==> config.mk <==
export PLATFORM = sky130hd
export DESIGN_NAME = capture_ctrl
export DESIGN_NICKNAME = d
export VERILOG_FILES = /design/src/rtl/capture_ctrl.sv
export SDC_FILE = /design/constraint.sdc
export NUM_CORES = 1
export LEC_CHECK = 0
export CORE_MARGIN = 2
export CORE_UTILIZATION = 55
export CTS_CLUSTER_DIAMETER = 100
export DETAILED_ROUTE_END_ITERATION = 16
export PLACE_DENSITY_LB_ADDON = 0.12
export SLEW_MARGIN = 10
export SYNTH_ARGS = -nofsm -noshare
export SYNTH_HDL_FRONTEND = slang
export SYNTH_SLANG_ARGS = --single-unit
==> constraint.sdc <==
create_clock -name clk -period 4.8 [get_ports clk]
set_input_delay 0.72 -clock clk [delete_from_list [all_inputs] [get_ports clk]]
set_output_delay 0.72 -clock clk [all_outputs]
set_load 0.02 [all_outputs]
==> src/rtl/capture_ctrl.sv <==
// Run-level sequencer for the capture/FIFO datapath: issues arm/abort strobes,
// follows capture progress, monitors the DMA drain and reports status and errors.
module capture_ctrl #(
    parameter int saddr_w   = 24,
    parameter int timeout_w = 32
) (
    input  logic                 clk,
    input  logic                 reset,
    input  logic                 cmd_start,
    input  logic                 cmd_abort,
    input  logic [timeout_w-1:0] cfg_timeout,
    input  logic [saddr_w-1:0]   buffer_size,
    output logic                 cap_arm,
    output logic                 cap_abort,
    input  logic                 cap_ready,
    input  logic                 cap_armed,
    input  logic                 cap_triggered,
    input  logic                 cap_done,
    input  logic                 dma_valid,
    input  logic                 dma_ready,
    input  logic                 dma_last,
    output logic                 busy,
    output logic [2:0]           state,
    output logic [saddr_w-1:0]   beat_count,
    output logic                 err_timeout,
    output logic                 err_length,
    output logic                 err_user,
    output logic                 irq
);

    typedef enum logic [2:0] {
        S_IDLE       = 3'd0,
        S_ARM        = 3'd1,
        S_WAIT_ARMED = 3'd2,
        S_WAIT_TRIG  = 3'd3,
        S_WAIT_DONE  = 3'd4,
        S_DRAIN      = 3'd5,
        S_ABORT      = 3'd6,
        S_COMPLETE   = 3'd7
    } state_t;

    localparam logic [saddr_w-1:0]   BEAT_ONE = 1;
    localparam logic [timeout_w-1:0] TMO_ONE  = 1;

    state_t                r_state;
    state_t                w_next;
    logic [timeout_w-1:0]  r_tmo;
    logic                  r_tmo_en;
    logic [saddr_w-1:0]    r_beat;
    logic [saddr_w-1:0]    w_beat_inc;
    logic                  r_err_timeout;
    logic                  r_err_length;
    logic                  r_err_user;
    logic                  r_cap_arm;
    logic                  r_cap_abort;
    logic                  r_irq;
    logic                  r_busy;
    logic                  w_hs;
    logic                  w_abortable;
    logic                  w_user_abort;
    logic                  w_expire;
    logic                  w_accept;

    assign w_hs         = dma_valid & dma_ready;
    assign w_abortable  = (r_state == S_ARM) || (r_state == S_WAIT_ARMED) ||
                          (r_state == S_WAIT_TRIG) || (r_state == S_WAIT_DONE) ||
                          (r_state == S_DRAIN);
    assign w_user_abort = cmd_abort & w_abortable;
    // Counter holds the cycles still allowed, so the last permitted cycle sees 1.
    assign w_expire     = (r_state == S_WAIT_TRIG) && r_tmo_en && !cap_triggered &&
                          (r_tmo == TMO_ONE);
    assign w_accept     = (r_state == S_IDLE) && (w_next == S_ARM);
    assign w_beat_inc   = r_beat + BEAT_ONE;

    always_comb begin
        w_next = r_state;
        case (r_state)
            S_IDLE:       if (cmd_start && !cmd_abort && cap_ready) w_next = S_ARM;
            S_ARM:        w_next = S_WAIT_ARMED;
            S_WAIT_ARMED: if (cap_armed) w_next = S_WAIT_TRIG;
            S_WAIT_TRIG: begin
                if (cap_triggered)  w_next = S_WAIT_DONE;
                else if (w_expire)  w_next = S_ABORT;
            end
            S_WAIT_DONE:  if (cap_done) w_next = S_DRAIN;
            S_DRAIN:      if (w_hs && dma_last) w_next = S_COMPLETE;
            S_ABORT:      if (cap_ready) w_next = S_COMPLETE;
            S_COMPLETE:   w_next = S_IDLE;
            default:      w_next = S_IDLE;
        endcase
        if (w_user_abort) w_next = S_ABORT;
    end

    always_ff @(posedge clk) begin
        if (!reset) begin
            r_state       <= S_IDLE;
            r_tmo         <= '0;
            r_tmo_en      <= 1'b0;
            r_beat        <= '0;
            r_err_timeout <= 1'b0;
            r_err_length  <= 1'b0;
            r_err_user    <= 1'b0;
            r_cap_arm     <= 1'b0;
            r_cap_abort   <= 1'b0;
            r_irq         <= 1'b0;
            r_busy        <= 1'b0;
        end else begin
            r_state     <= w_next;
            r_cap_arm   <= (w_next == S_ARM);
            r_cap_abort <= (w_next == S_ABORT) && (r_state != S_ABORT);
            r_irq       <= (w_next == S_COMPLETE);
            r_busy      <= (w_next != S_IDLE);

            if (w_accept) begin
                r_beat        <= '0;
                r_err_timeout <= 1'b0;
                r_err_length  <= 1'b0;
                r_err_user    <= 1'b0;
                r_tmo         <= cfg_timeout;
                r_tmo_en      <= (cfg_timeout != '0);
            end

            if ((r_state == S_WAIT_TRIG) && r_tmo_en && !cap_triggered)
                r_tmo <= r_tmo - TMO_ONE;

            if (w_user_abort)
                r_err_user <= 1'b1;
            else if (w_expire)
                r_err_timeout <= 1'b1;

            if ((r_state == S_DRAIN) && w_hs && !w_user_abort) begin
                if (r_beat != '1)
                    r_beat <= w_beat_inc;
                // Length check uses the wrapped saddr_w-bit increment.
                if (dma_last)
                    r_err_length <= (w_beat_inc != buffer_size);
            end
        end
    end

    assign state       = r_state;
    assign cap_arm     = r_cap_arm;
    assign cap_abort   = r_cap_abort;
    assign irq         = r_irq;
    assign busy        = r_busy;
    assign beat_count  = r_beat;
    assign err_timeout = r_err_timeout;
    assign err_length  = r_err_length;
    assign err_user    = r_err_user;

endmodule

# Word-level counts from Yosys, hierarchy flattened
# Cells that the tools add are included.
dict set report classes {
  addsub 2
  n_eq_ne 14
  n_mux 22
  n_bitwise 2
  reduce_logical 22
}
# op count
set op_table {}
lappend op_table {{$mux 24} 3}
lappend op_table {{$mux 32} 2}
lappend op_table {{$eq 32x1->1 const B} 1}
lappend op_table {{$reduce_bool 32->1} 1}
lappend op_table {{$sub 32x1->32 const B} 1}
lappend op_table {{$add 24x1->24 const B} 1}
lappend op_table {{$mux 3} 8}
lappend op_table {{$ne 24x24->1} 1}
lappend op_table {{$ne 24x24->1 const B} 1}
lappend op_table {{$pmux 3 s8} 1}
lappend op_table {{$eq 3x3->1 const B} 6}
lappend op_table {{$logic_and 1x1->1} 10}
lappend op_table {{$mux 1} 8}
lappend op_table {{$eq 3x1->1 const B} 2}
lappend op_table {{$eq 3x2->1 const B} 2}
lappend op_table {{$logic_or 1x1->1} 4}
lappend op_table {{$reduce_bool 2->1} 2}
lappend op_table {{$logic_not 1->1} 3}
lappend op_table {{$logic_not 3->1} 1}
lappend op_table {{$ne 3x3->1 const B} 1}
lappend op_table {{$reduce_bool 3->1} 1}
lappend op_table {{$and 1x1->1} 2}
dict set report word_totals {
  regBits 67
  inputBits 67
  output_inout_bits 34
  elab_cells 73
}

# Longest topological paths before layout
dict set report depth {
  ltp_word 13
  mapped_depth 10
  ltp_nobuf 8
}

# Worst setup path before layout
# No wires, ideal clock.
dict set report synth_path {
  path_kind {flip-flop to flip-flop}
  startpoint {register r_beat[5] (netlist: beat_count[5])}
  endpoint {register r_err_length (netlist: err_length)}
  setup_time_ps 127
  arrival_ps 2419
  required_time_ps 4673
  path_slack_ps 2254
  stages_incl_launch_ff 10
  n_path_buf 2
  synth_period_minus_slack_ps 2546
  path_cell_list {dfxtp_1 -> buf_2 -> and4_1 -> clkbuf_1 -> nand4_1 -> or4_1 -> xnor2_1 -> a211o_1 -> nor4_1 -> a31oi_1}
}
dict set report synth_between {
  elab_chain_len 4
}
# element line
set synth_lines {}
lappend synth_lines {{from (decl)} 49} ;# logic [saddr_w-1:0] r_beat;
lappend synth_lines {{from (signal assigned)} 133} ;# r_beat <= w_beat_inc;
lappend synth_lines {{$add 24x1->24} 73} ;# assign w_beat_inc = r_beat + BEAT_ONE;
lappend synth_lines {{$ne 24x24->1} 136} ;# r_err_length <= (w_beat_inc != buffer_size);
lappend synth_lines {{$mux 1} 135} ;# if (dma_last)
lappend synth_lines {{$mux 1} 131} ;# if ((r_state == S_DRAIN) && w_hs && !w_user_abort) begin
lappend synth_lines {{to (signal assigned)} 136}
lappend synth_lines {{to (decl)} 52} ;# logic r_err_length;
# No other way between the ends.
# A chain may end at the register's enable or synchronous reset.

# Final worst setup path
dict set report layout_path {
  startpoint {register r_beat[0] (netlist: beat_count[0])}
  endpoint {register r_beat[3] (netlist: beat_count[3])}
}
dict set report layout_between {
  elab_chain_len 3
  word_cells_on_any_way 4
  classes_between {add/sub (1); eq/ne (1); mux (2)}
}
# element line
set layout_lines {}
lappend layout_lines {{$add 24x1->24 or $ne 24x24->1 (tied branches)} {73, 132}}
lappend layout_lines {{$mux 24 *} 132} ;# if (r_beat != '1)
lappend layout_lines {{$mux 24 *} 131}
# Every way passes the cells marked *; elsewhere a longest branch is shown, timed or not.

==> impl_metrics.json <==
{
  "met2_length_um": 5910,
  "port_buffers": 100,
  "final-hold-violation-count": 0,
  "yosys-top-cells-area": "dfxtp_1 (31%), a21oi_1 (6.4%), xnor2_1 (4.5%), nand2_1 (4.4%), nor2_1 (4.4%)",
  "route.detailed.drc": 0,
  "worst-slew-pin-transition_ns": 0.967,
  "postCtsSetupBuffers": 0,
  "path_clk_slew_ns": 0.08,
  "fill_cells": 620,
  "dr.max_layer_used": "met4",
  "ios": 101,
  "antenna_found_initial": 0,
  "cts_hold_buf": 0,
  "clock_skew_ns": 0.0103,
  "start_util_pct": 56.3,
  "path_cells": "ha_1 > and3_1 > nand4_1 > o31a_1 > nor2_2 > o21ai_0 > a21oi_1",
  "path_delay_family": "simple AND/OR/NAND/NOR gates",
  "fin_nets": 717,
  "min_path_type": "reg -> reg",
  "yosys.cell_count.top_type": "dfxtp_1",
  "finalCritPeriodShare_pct": 68.8,
  "p_sw_w": 0.000429,
  "slew_headroom_pct": 35.0,
  "syn_to_final_growth_pct": 28.8,
  "end_kind": "flip-flop",
  "startpoint": "beat_count[0]",
  "p_leak_nw": 1.89,
  "ys_seq_elements": 67,
  "clk_latency_ns": 0.35,
  "clock-sinks": 67,
  "drv_cap": 0,
  "grt_pass1_vias": 4244,
  "vdd_ir_drop_max_mv": 0.205,
  "rsz0062_at_grt": "no",
  "cts_resized": 0,
  "drtIter0Drc": 520,
  "swShare_pct": 29.7,
  "grt_pass1_wl_um": 20400,
  "overflow": 0,
  "cts_tree": "built",
  "synth_fp_nets": 638,
  "grt_usage_pct": 29.3,
  "yosys.area.top_type_share_pct": 31.2,
  "synth_ff_type": "dfxtp_1",
  "power_density_nw_per_um2": 260,
  "gp_congestion": 0.918,
  "cts_root_buf": "clkbuf_8",
  "postSynthAreaPerCell_um2": 7.58,
  "wl_met3_um": 1260,
  "crit_cells": 7,
  "wl_per_cell_um": 17.1,
  "pwr-share-clk_pct": 37.2,
  "reg2regPathDepth": 7,
  "die_height_um": 92.5,
  "multi_input_area_um2": 2770,
  "cts_buffer_depth": 2,
  "timing.rr.start": "beat_count[0]",
  "async_flop_share_pct": 0,
  "crit_buf_inv": 0,
  "p_comb_share_pct": 20.8,
  "htree_levels": 3,
  "setup.worst_path.end": "beat_count[3]",
  "cts_made_buffers": 9,
  "hpwl_um": 9190,
  "period_minus_slack_ns": 3.30,
  "seq_area_um2": 1340,
  "slowest_stage": "nor2_2",
  "wirelength_um": 12900,
  "via_per_inst": 6.42,
  "worstPathMaxFanout": 17,
  "fp.dieW_um": 92.5,
  "syn_area_um2": 4300,
  "critPathMaxStageDelay_ns": 0.67,
  "num_vias": 4837,
  "required_ns": 5.05,
  "largest_reg_flops": 32,
  "synth-edff-count": 0,
  "drtAntennaViolNets": 0,
  "status": "finished, final reports clean",
  "p_int_w": 0.00101,
  "rrSetupSlack_ns": 1.50,
  "arrival_ns": 3.55,
  "syn-instance-count": 568,
  "path_class": "reg -> reg",
  "timing.rr.end": "beat_count[3]",
  "yosys-top-cells-count": "dfxtp_1 (67), a21oi_1 (55), nand2_1 (51)",
  "synth_warnings": 0,
  "synth_top_area_cell": "dfxtp_1",
  "drt-met1-wl_um": 5430,
  "rows": 32,
  "antenna_cells": 0,
  "ys_types": 62,
  "grt_start_max_net_pins": 28,
  "synth-seq-area-share_pct": 31.2,
  "drive_above_1_share_pct": 5.83,
  "setup.worst_path.start_class": "flip-flop",
  "finalSetupTns_ns": 0,
  "die_area_um2": 8550,
  "pwr-share-seq_pct": 42.1,
  "largest-register": "r_tmo",
  "maxSlewViolCount": 0,
  "hold_ws_ns": 0.472,
  "dr.pass1.iters": 5,
  "fmax_mhz": 303,
  "core_area_um2": 7650,
  "setup-violations-final": 0
}
## worst register-to-register path, cell delays in order, from the launching register on
cell and delay (ns):
dfxtp_1 0.50, ha_1 0.34, and3_1 0.46, nand4_1 0.23, o31a_1 0.54, nor2_2 0.67, o21ai_0 0.27, a21oi_1 0.19
## cells in the final DEF (no fill, tap or decap), types with 3 or more instances in the layout
| master | count |
|---|---|
| a211oi_1 | 12 |
| a31oi_1 | 12 |
| nor2_1 | 50 |
| or4_1 | 3 |
| a22oi_1 | 7 |
| xor2_1 | 15 |
| xnor2_1 | 22 |
| nand3b_1 | 3 |
| nand4_1 | 15 |
| inv_1 | 9 |
| a311oi_1 | 7 |
| nor3_1 | 24 |
| o211ai_1 | 10 |
| nor3_2 | 3 |
| o21ai_0 | 29 |
| clkinv_4 | 3 |
| dfxtp_1 | 67 |
| and4_1 | 4 |
| buf_4 | 5 |
| and3_1 | 11 |
| a21o_1 | 3 |
| clkdlybuf4s50_1 | 100 |
| nand3_1 | 24 |
| a21oi_1 | 55 |
| ha_1 | 3 |
| and2_1 | 5 |
| nand2_1 | 51 |
| nor4_1 | 16 |
| clkbuf_8 | 9 |
| o311ai_0 | 6 |
| nor2b_1 | 4 |
| or3_1 | 14 |
## logic make-up after synthesis
group                      count (synthesis)  share of synthesized area (%)
DFF                                       67                           31.2
buffers and inverters                     47                           4.39
and+or+nand+nor                          243                           30.0
adders and majority gates                  3                          0.872
xor gates and xnor gates                  37                           7.53
AOI/OAI and AO/OA                        168                           25.4
muxes                                      3                          0.727
## final cells by class
type,count,share of cell area (%)
Multi-Input combinational cell,454,50.0
Tap cell,102,2.30
Inverter,10,0.677
Clock inverter,7,1.81
Timing Repair Buffer,105,18.7
Clock buffer,9,2.24
Sequential cell,67,24.2
## stage by stage
stage          setup slack, ns  area [µm²]  utilization, %  power (W)  std cells
6_report                  1.50        5540            72.5    0.00144        754
5_1_grt                   1.27        5540            72.5    0.00149        754
4_1_cts                   1.64        5540            72.5    0.00144        754
3_5_place_dp              1.34        5320            69.5   0.000912        738
3_3_place_gp              1.40        5320            69.5   0.000905        738
2_1_floorplan             2.25        4300               -   0.000790        568
## how the worst min path moves through the flow
stage / to / startpoint / slack (ns) / depth (start not counted)
4_1_cts: err_user / err_user / 0.48 / 2
2_1_floorplan: r_tmo[28] / r_tmo[28] / 0.44 / 2
3_3_place_gp: err_user / err_user / 0.45 / 2
5_1_grt: err_user / err_user / 0.49 / 2
6_report: err_user / err_user / 0.47 / 2
3_5_place_dp: err_user / err_user / 0.47 / 2
## metal layers
| layer | up-vias | track usage, % |
|---|---|---|
| met3 | 30 | 4.23 |
| li1 | 2289 | - |
| met5 | - | 0 |
| met2 | 282 | 45.8 |
| met1 | 2236 | 40.7 |
| met4 | 0 | 11.7 |
## power by group through the flow
stage                     Combinational [W]  Sequential (W)  Clock, W
after global routing               0.000326        0.000610  0.000559
after CTS                          0.000296        0.000606  0.000538
final                              0.000300        0.000606  0.000536
after global placement             0.000288        0.000617         0
after floorplan                    0.000172        0.000618         0
after detailed placement           0.000294        0.000619         0
(Power assumes the default switching activity.)
